[src/rtl/fp_round_pack.sv]
// Purpose : round a normalized {hidden, fraction, G, R, S} mantissa and pack an IEEE-style result with flags.
// Latency : 2 cycles (S1 round, S2 post-normalize + pack), 1 beat/cycle when out_ready is high.
// Backpr. : valid/ready; a stalled S2 holds its result, S1 fills behind it, then in_ready drops.
// Ports   : clk, rst (sync, active-high); in_valid/in_ready + in_sign/in_exp/in_mant/in_nan/in_inf/rmode;
//           out_valid/out_ready + out_result {sign, exp, fraction} and out_flags {overflow, underflow, inexact, nan}.
module fp_round_pack #(
  parameter int EXP_W = 8,
  parameter int MAN_W = 23
) (
  input  logic                     clk,
  input  logic                     rst,
  input  logic                     in_valid,
  output logic                     in_ready,
  input  logic                     in_sign,
  input  logic [EXP_W+1:0]         in_exp,
  input  logic [MAN_W+3:0]         in_mant,
  input  logic                     in_nan,
  input  logic                     in_inf,
  input  logic [1:0]               rmode,
  output logic                     out_valid,
  input  logic                     out_ready,
  output logic [EXP_W+MAN_W:0]     out_result,
  output logic [3:0]               out_flags
);

  localparam int XE_W = EXP_W + 3;  // one extra bit so exponent + carry never wraps
  localparam logic signed [XE_W-1:0] EXP_MAX  = {3'b000, {EXP_W{1'b1}}};
  localparam logic signed [XE_W-1:0] EXP_ZERO = '0;
  localparam logic [EXP_W-1:0]       EXP_BIG  = {{(EXP_W-1){1'b1}}, 1'b0};

  localparam logic [1:0] RM_RNE = 2'b00;
  localparam logic [1:0] RM_RTZ = 2'b01;
  localparam logic [1:0] RM_RDN = 2'b10;
  localparam logic [1:0] RM_RUP = 2'b11;

  // Handshake
  logic s1_valid_q, s2_valid_q;
  logic s1_adv, s2_adv;

  assign s2_adv    = !s2_valid_q || out_ready;
  assign s1_adv    = !s1_valid_q || s2_adv;
  assign in_ready  = s1_adv && !rst;
  assign out_valid = s2_valid_q && !rst;

  // S1: rounding increment
  logic             rnd_lsb, rnd_g, rnd_r, rnd_s, inc;
  logic [MAN_W+1:0] mant_r_d;

  assign rnd_lsb = in_mant[3];
  assign rnd_g   = in_mant[2];
  assign rnd_r   = in_mant[1];
  assign rnd_s   = in_mant[0];

  always_comb begin
    inc = 1'b0;
    case (rmode)
      RM_RNE:  inc = rnd_g & (rnd_r | rnd_s | rnd_lsb);
      RM_RTZ:  inc = 1'b0;
      RM_RDN:  inc = in_sign & (rnd_g | rnd_r | rnd_s);
      default: inc = !in_sign & (rnd_g | rnd_r | rnd_s);
    endcase
  end

  assign mant_r_d = {1'b0, in_mant[MAN_W+3:3]} + {{(MAN_W+1){1'b0}}, inc};

  logic             s1_sign_q, s1_nan_q, s1_inf_q, s1_zero_q, s1_inexact_q;
  logic [EXP_W+1:0] s1_exp_q;
  logic [MAN_W+1:0] s1_mant_q;
  logic [1:0]       s1_rmode_q;

  // S2: post-normalize and classify
  logic                    carry, to_inf;
  logic signed [XE_W-1:0]  exp_n;
  logic [MAN_W-1:0]        frac_n;
  logic [EXP_W+MAN_W:0]    res_d, res_q;
  logic [3:0]              flags_d, flags_q;

  assign carry  = s1_mant_q[MAN_W+1];
  assign exp_n  = {s1_exp_q[EXP_W+1], s1_exp_q} + XE_W'(carry);
  assign frac_n = carry ? s1_mant_q[MAN_W:1] : s1_mant_q[MAN_W-1:0];

  // Overflow goes to infinity only when the rounding direction points away from zero.
  assign to_inf = (s1_rmode_q == RM_RNE) ||
                  ((s1_rmode_q == RM_RUP) && !s1_sign_q) ||
                  ((s1_rmode_q == RM_RDN) && s1_sign_q);

  always_comb begin
    res_d   = {s1_sign_q, exp_n[EXP_W-1:0], frac_n};
    flags_d = {2'b00, s1_inexact_q, 1'b0};
    if (s1_nan_q) begin
      res_d   = {1'b0, {EXP_W{1'b1}}, 1'b1, {(MAN_W-1){1'b0}}};
      flags_d = 4'b0001;
    end else if (s1_inf_q) begin
      res_d   = {s1_sign_q, {EXP_W{1'b1}}, {MAN_W{1'b0}}};
      flags_d = 4'b0000;
    end else if (s1_zero_q) begin
      res_d   = {s1_sign_q, {EXP_W{1'b0}}, {MAN_W{1'b0}}};
      flags_d = 4'b0000;
    end else if (exp_n >= EXP_MAX) begin
      res_d   = to_inf ? {s1_sign_q, {EXP_W{1'b1}}, {MAN_W{1'b0}}}
                       : {s1_sign_q, EXP_BIG, {MAN_W{1'b1}}};
      flags_d = 4'b1010;
    end else if (exp_n <= EXP_ZERO) begin
      // No subnormal support: anything below the normal range flushes to signed zero.
      res_d   = {s1_sign_q, {EXP_W{1'b0}}, {MAN_W{1'b0}}};
      flags_d = 4'b0110;
    end
  end

  // Control and output registers
  always_ff @(posedge clk) begin
    if (rst) begin
      s1_valid_q <= 1'b0;
      s2_valid_q <= 1'b0;
      res_q      <= '0;
      flags_q    <= '0;
    end else begin
      if (s1_adv) s1_valid_q <= in_valid;
      if (s2_adv) begin
        s2_valid_q <= s1_valid_q;
        if (s1_valid_q) begin
          res_q   <= res_d;
          flags_q <= flags_d;
        end
      end
    end
  end

  // S1 datapath registers load only on an accepted beat.
  always_ff @(posedge clk) begin
    if (in_valid && in_ready) begin
      s1_sign_q    <= in_sign;
      s1_exp_q     <= in_exp;
      s1_mant_q    <= mant_r_d;
      s1_rmode_q   <= rmode;
      s1_nan_q     <= in_nan;
      s1_inf_q     <= in_inf;
      s1_zero_q    <= (in_mant == '0);
      s1_inexact_q <= rnd_g | rnd_r | rnd_s;
    end
  end

  assign out_result = res_q;
  assign out_flags  = flags_q;

endmodule

[config.mk]
export PLATFORM = sky130hd
export DESIGN_NAME = fp_round_pack
export DESIGN_NICKNAME = d
export VERILOG_FILES = /design/src/rtl/fp_round_pack.sv
export SDC_FILE = /design/constraint.sdc
export NUM_CORES = 1
export LEC_CHECK = 0
export CORE_ASPECT_RATIO = 1.5
export CORE_MARGIN = 2
export CORE_UTILIZATION = 40
export DETAILED_ROUTE_END_ITERATION = 8
export PLACE_DENSITY = 0.65
export REMOVE_ABC_BUFFERS = 1
export SYNTH_ARGS = -nofsm -noshare
export SYNTH_HDL_FRONTEND = slang
export SYNTH_SLANG_ARGS = --single-unit
export TNS_END_PERCENT = 1
[constraint.sdc]
create_clock -name clk -period 6 [get_ports clk]
set_clock_uncertainty 0.2 [all_clocks]
set_input_delay 1.2 -clock clk [delete_from_list [all_inputs] [get_ports clk]]
set_output_delay 1.2 -clock clk [all_outputs]
set_load 0.1 [all_outputs]
==> run summary <==
Adding up every negative setup slack in the final design gives 0 ns. The synthesized netlist occupies a cell area of 3984 um^2. Setup repair after global routing left no endpoint under its margin. For this design, the sink count on the clock tree is 80.

sky130_fd_sc_hd__edfxtp_1 takes more of the synthesized area than any other cell. Yosys printed 0 warnings. The clock insertion delay at the later pin of the skew report is 0.33 ns. Hold timing on the final database bottoms out at a slack of 0.2430 ns.

Post-synthesis area per instance: 10.27 um^2. In this run the critical register-to-register path is launched from s1_mant_q[24]$_DFFE_PP_. The terminus of the critical flop-to-flop path was out_result[4]$_SDFFE_PP0P_.

Vias per cell: 5.256. The top-area cell type share of the netlist area came out at 31.66%. The register-to-register setup slack was 1.70 ns; the routability congestion estimate was 0.8603. The top cell types in the final layout, fill and taps aside, are sky130_fd_sc_hd__clkdlybuf4s50_1 (83), sky130_fd_sc_hd__nand2_1 (52), sky130_fd_sc_hd__edfxtp_1 (42), sky130_fd_sc_hd__dfxtp_1 (38). The number of setup buffers added after CTS is 0. For this run, the share of the core covered by cells in the final layout is 53.45%. The floorplan has 44 rows.

The share of cells above drive strength 1 is 13.62%, and the count of unresolved DRC violations after routing is 0. The number of H-tree levels is 3, and the measured slew at the worst slew-check pin is 1.001 ns. The number of buffers on the longest clock path is 2, and the maximum net fanout on the critical path is 13. The aggregate global-route resource usage was 16.47%. The logs give 84 for the I/O pin count and 3,075 for the via count. After detailed placement, the total cell area comes to 4868 um^2. The number of clock buffers added by TritonCTS is 9. In this run, the number of DRC markers left after iteration 0 of detailed routing was 155. The logs give 2,985 for the number of global-route vias before repair and 5179 um^2 for the finished layout cell area. The cell count after synthesis came out at 388. Clock-pin slew was measured on the worst setup and hold paths at 0.06 ns. After detailed routing, the average wire length per cell comes to 14.98 um. The type of the most critical hold path is reg -> reg. The run gives 4 as the detailed-routing iteration count for the pre-antenna-repair pass. The count of buffers added on input and output ports is 83. After the last flow step, the layout net total stands at 515. Endpoint kind of the worst setup timing path: an output port.

For the worst flop-to-flop path, the logic depth is 9. After layout, the worst path uses 76.99% of the clock period. By area the synthesized netlist is led by sky130_fd_sc_hd__edfxtp_1 (32%), sky130_fd_sc_hd__dfxtp_1 (19%), sky130_fd_sc_hd__mux2_2 (6.5%).

The number of hold violations in the final report is 0, and the number of pins with negative max-slew slack in the final report is 0. The synthesized design contains 42 enable-type register cells. TritonCTS built the clock tree. The die is 85.49 um wide. Compared with the post-synthesis result, the final layout area differs by 29.99%. The placeable core area was 9689 um^2; the number of nets still failing antenna checks after routing was 0. The worst setup path is launched from an input pin. The startpoint identified for the worst hold timing path is out_result[17]$_SDFFE_PP0P_. Setup violations remaining at the end of the flow were counted as 0. The data required time of the worst path was 4.60 ns; the power per standard cell area was 261.6 nW/um^2. Global routing finished with a remaining overflow of 0. Count of antenna diodes in the layout: 0.

The floorplan step defined a die boundary enclosing 10,790 um^2. Data arrives at the worst endpoint at 3.22 ns. The routed wire length came out at 8765 um.

The tools report the endpoint of the worst hold path as out_result[17]$_SDFFE_PP0P_. Of the synthesized area, sequential elements account for 50.75%. Leaving out fill and tap cells, the most frequent cell in the layout is sky130_fd_sc_hd__clkdlybuf4s50_1. The run gives 41.12% as the initial core utilization. The cell depth of the worst hold path came out at 2. The post-cts repair resize count is 0, and the number of antenna violations at the first check in global routing is 0. The most frequently used flop master after synthesis was sky130_fd_sc_hd__edfxtp_1.

The worst-case IR drop observed on VDD is 0.1711 mV. Entering global routing, the biggest net connects 43 pins. The number of max-cap violations came out at 0. The critical path is of the in -> out type. The netlist uses 45 different library cells.

The die outline height was 126.2 um. The worst slew margin relative to its limit was 33.05%; the sum of net half-perimeters after detailed placement was 6569 um. The flow ran to the end, and the final reports show no timing, DRC or antenna violations.

The first global-routing pass estimated 13,940 um of wire. After clock tree synthesis, the flow added hold-fix buffers numbering 0. The achievable frequency was 0.2165 GHz; the leakage power summed over all cells was 1.770 nW. The cell at the root of the clock tree is sky130_fd_sc_hd__clkbuf_16. The register bit total from synthesis was 80. In the synthesized netlist the async set-or-reset flop fraction comes to 0%.

The clock period minus worst slack was 4.620 ns.
## layer usage
layer	vias to the layer above	GRT usage [%]	part of all wire, %	wire length [um]
li1	1562	-	-	-
met3	14	2.621	3.3	288
met1	1428	17.71	40	3470
met5	-	0	0	0
met2	71	30.93	55	4809
met4	0	7.283	2.2	197
## Yosys cell counts (5+ instances only)
library cell / instances
sky130_fd_sc_hd__nand2_1: 52
sky130_fd_sc_hd__edfxtp_1: 42
sky130_fd_sc_hd__dfxtp_1: 38
sky130_fd_sc_hd__a21oi_1: 23
sky130_fd_sc_hd__mux2_2: 23
sky130_fd_sc_hd__nor2_1: 21
sky130_fd_sc_hd__xnor2_1: 21
sky130_fd_sc_hd__a21oi_2: 17
sky130_fd_sc_hd__o21ai_0: 17
sky130_fd_sc_hd__o21ai_1: 17
sky130_fd_sc_hd__nand3_1: 11
sky130_fd_sc_hd__clkbuf_1: 9
sky130_fd_sc_hd__nor4_1: 9
sky130_fd_sc_hd__xor2_1: 9
sky130_fd_sc_hd__buf_2: 7
sky130_fd_sc_hd__nand4_1: 7
sky130_fd_sc_hd__nand2b_1: 5
sky130_fd_sc_hd__nor3_1: 5
## logic make-up (layout without fill, tap and decap cells)
kind of cell / Yosys count / in the layout / share of synthesized area, %
flops: 80 / 80 / 50.75
mux: 24 / 24 / 7.067
buf+inv: 24 / 106 / 3.235
fa+ha+maj: 4 / 4 / 1.256
xor+xnor: 30 / 30 / 6.596
compound gates: 90 / 90 / 14.07
simple gates: 136 / 136 / 17.02
## worst max-delay path: stages
cell                              delay, ns
sky130_fd_sc_hd__clkdlybuf4s50_1       0.61
sky130_fd_sc_hd__a21oi_1               0.25
sky130_fd_sc_hd__clkdlybuf4s50_1       1.16
## worst max-delay path by stage
| stage | from | end | slack (ns) | cells past startpoint |
|---|---|---|---|---|
| floorplan | out_ready | s1_exp_q[0]$_DFFE_PP_ | 1.41 | 3 |
| global placement | rst | in_ready | 1.38 | 3 |
| detailed placement | rst | in_ready | 1.36 | 3 |
| CTS | rst | in_ready | 1.37 | 3 |
| global route | rst | in_ready | 1.26 | 3 |
| finish | rst | in_ready | 1.38 | 3 |
## area by class of cell
cell class / count / area (um^2)
inverters: 4 / 15.01
repair buffers: 86 / 853.3
well taps: 115 / 143.9
flip-flops and latches: 80 / 2022
fillers: 878 / 4511
multi-input cells: 284 / 1834
clock buffers: 13 / 270.3
clock inverters: 3 / 40.04
## through the flow
stage | power (mW) | instances | worst slack (ns)
floorplan | 0.7388 | 368 | 1.410
global placement | 0.8110 | 569 | 1.377
detailed placement | 0.8133 | 569 | 1.365
CTS | 1.366 | 585 | 1.368
global route | 1.402 | 585 | 1.259
finish | 1.355 | 585 | 1.380
## power by group
part           internal (mW)  switching (mW)
Combinational         0.0702           0.117
Sequential             0.600          0.0140
Clock                  0.355           0.199
Total                   1.02           0.330
## sequential cells by signal, summed over array words and instances, names as in the netlist
name          count
out_result       32
s1_mant_q        25
s1_exp_q         10
out_flags         4
s1_rmode_q        2
s1_inexact_q      1
s1_inf_q          1
s1_nan_q          1
s1_sign_q         1
s1_valid_q        1
s1_zero_q         1
s2_valid_q        1
Power figures use the tool's default switching activity.
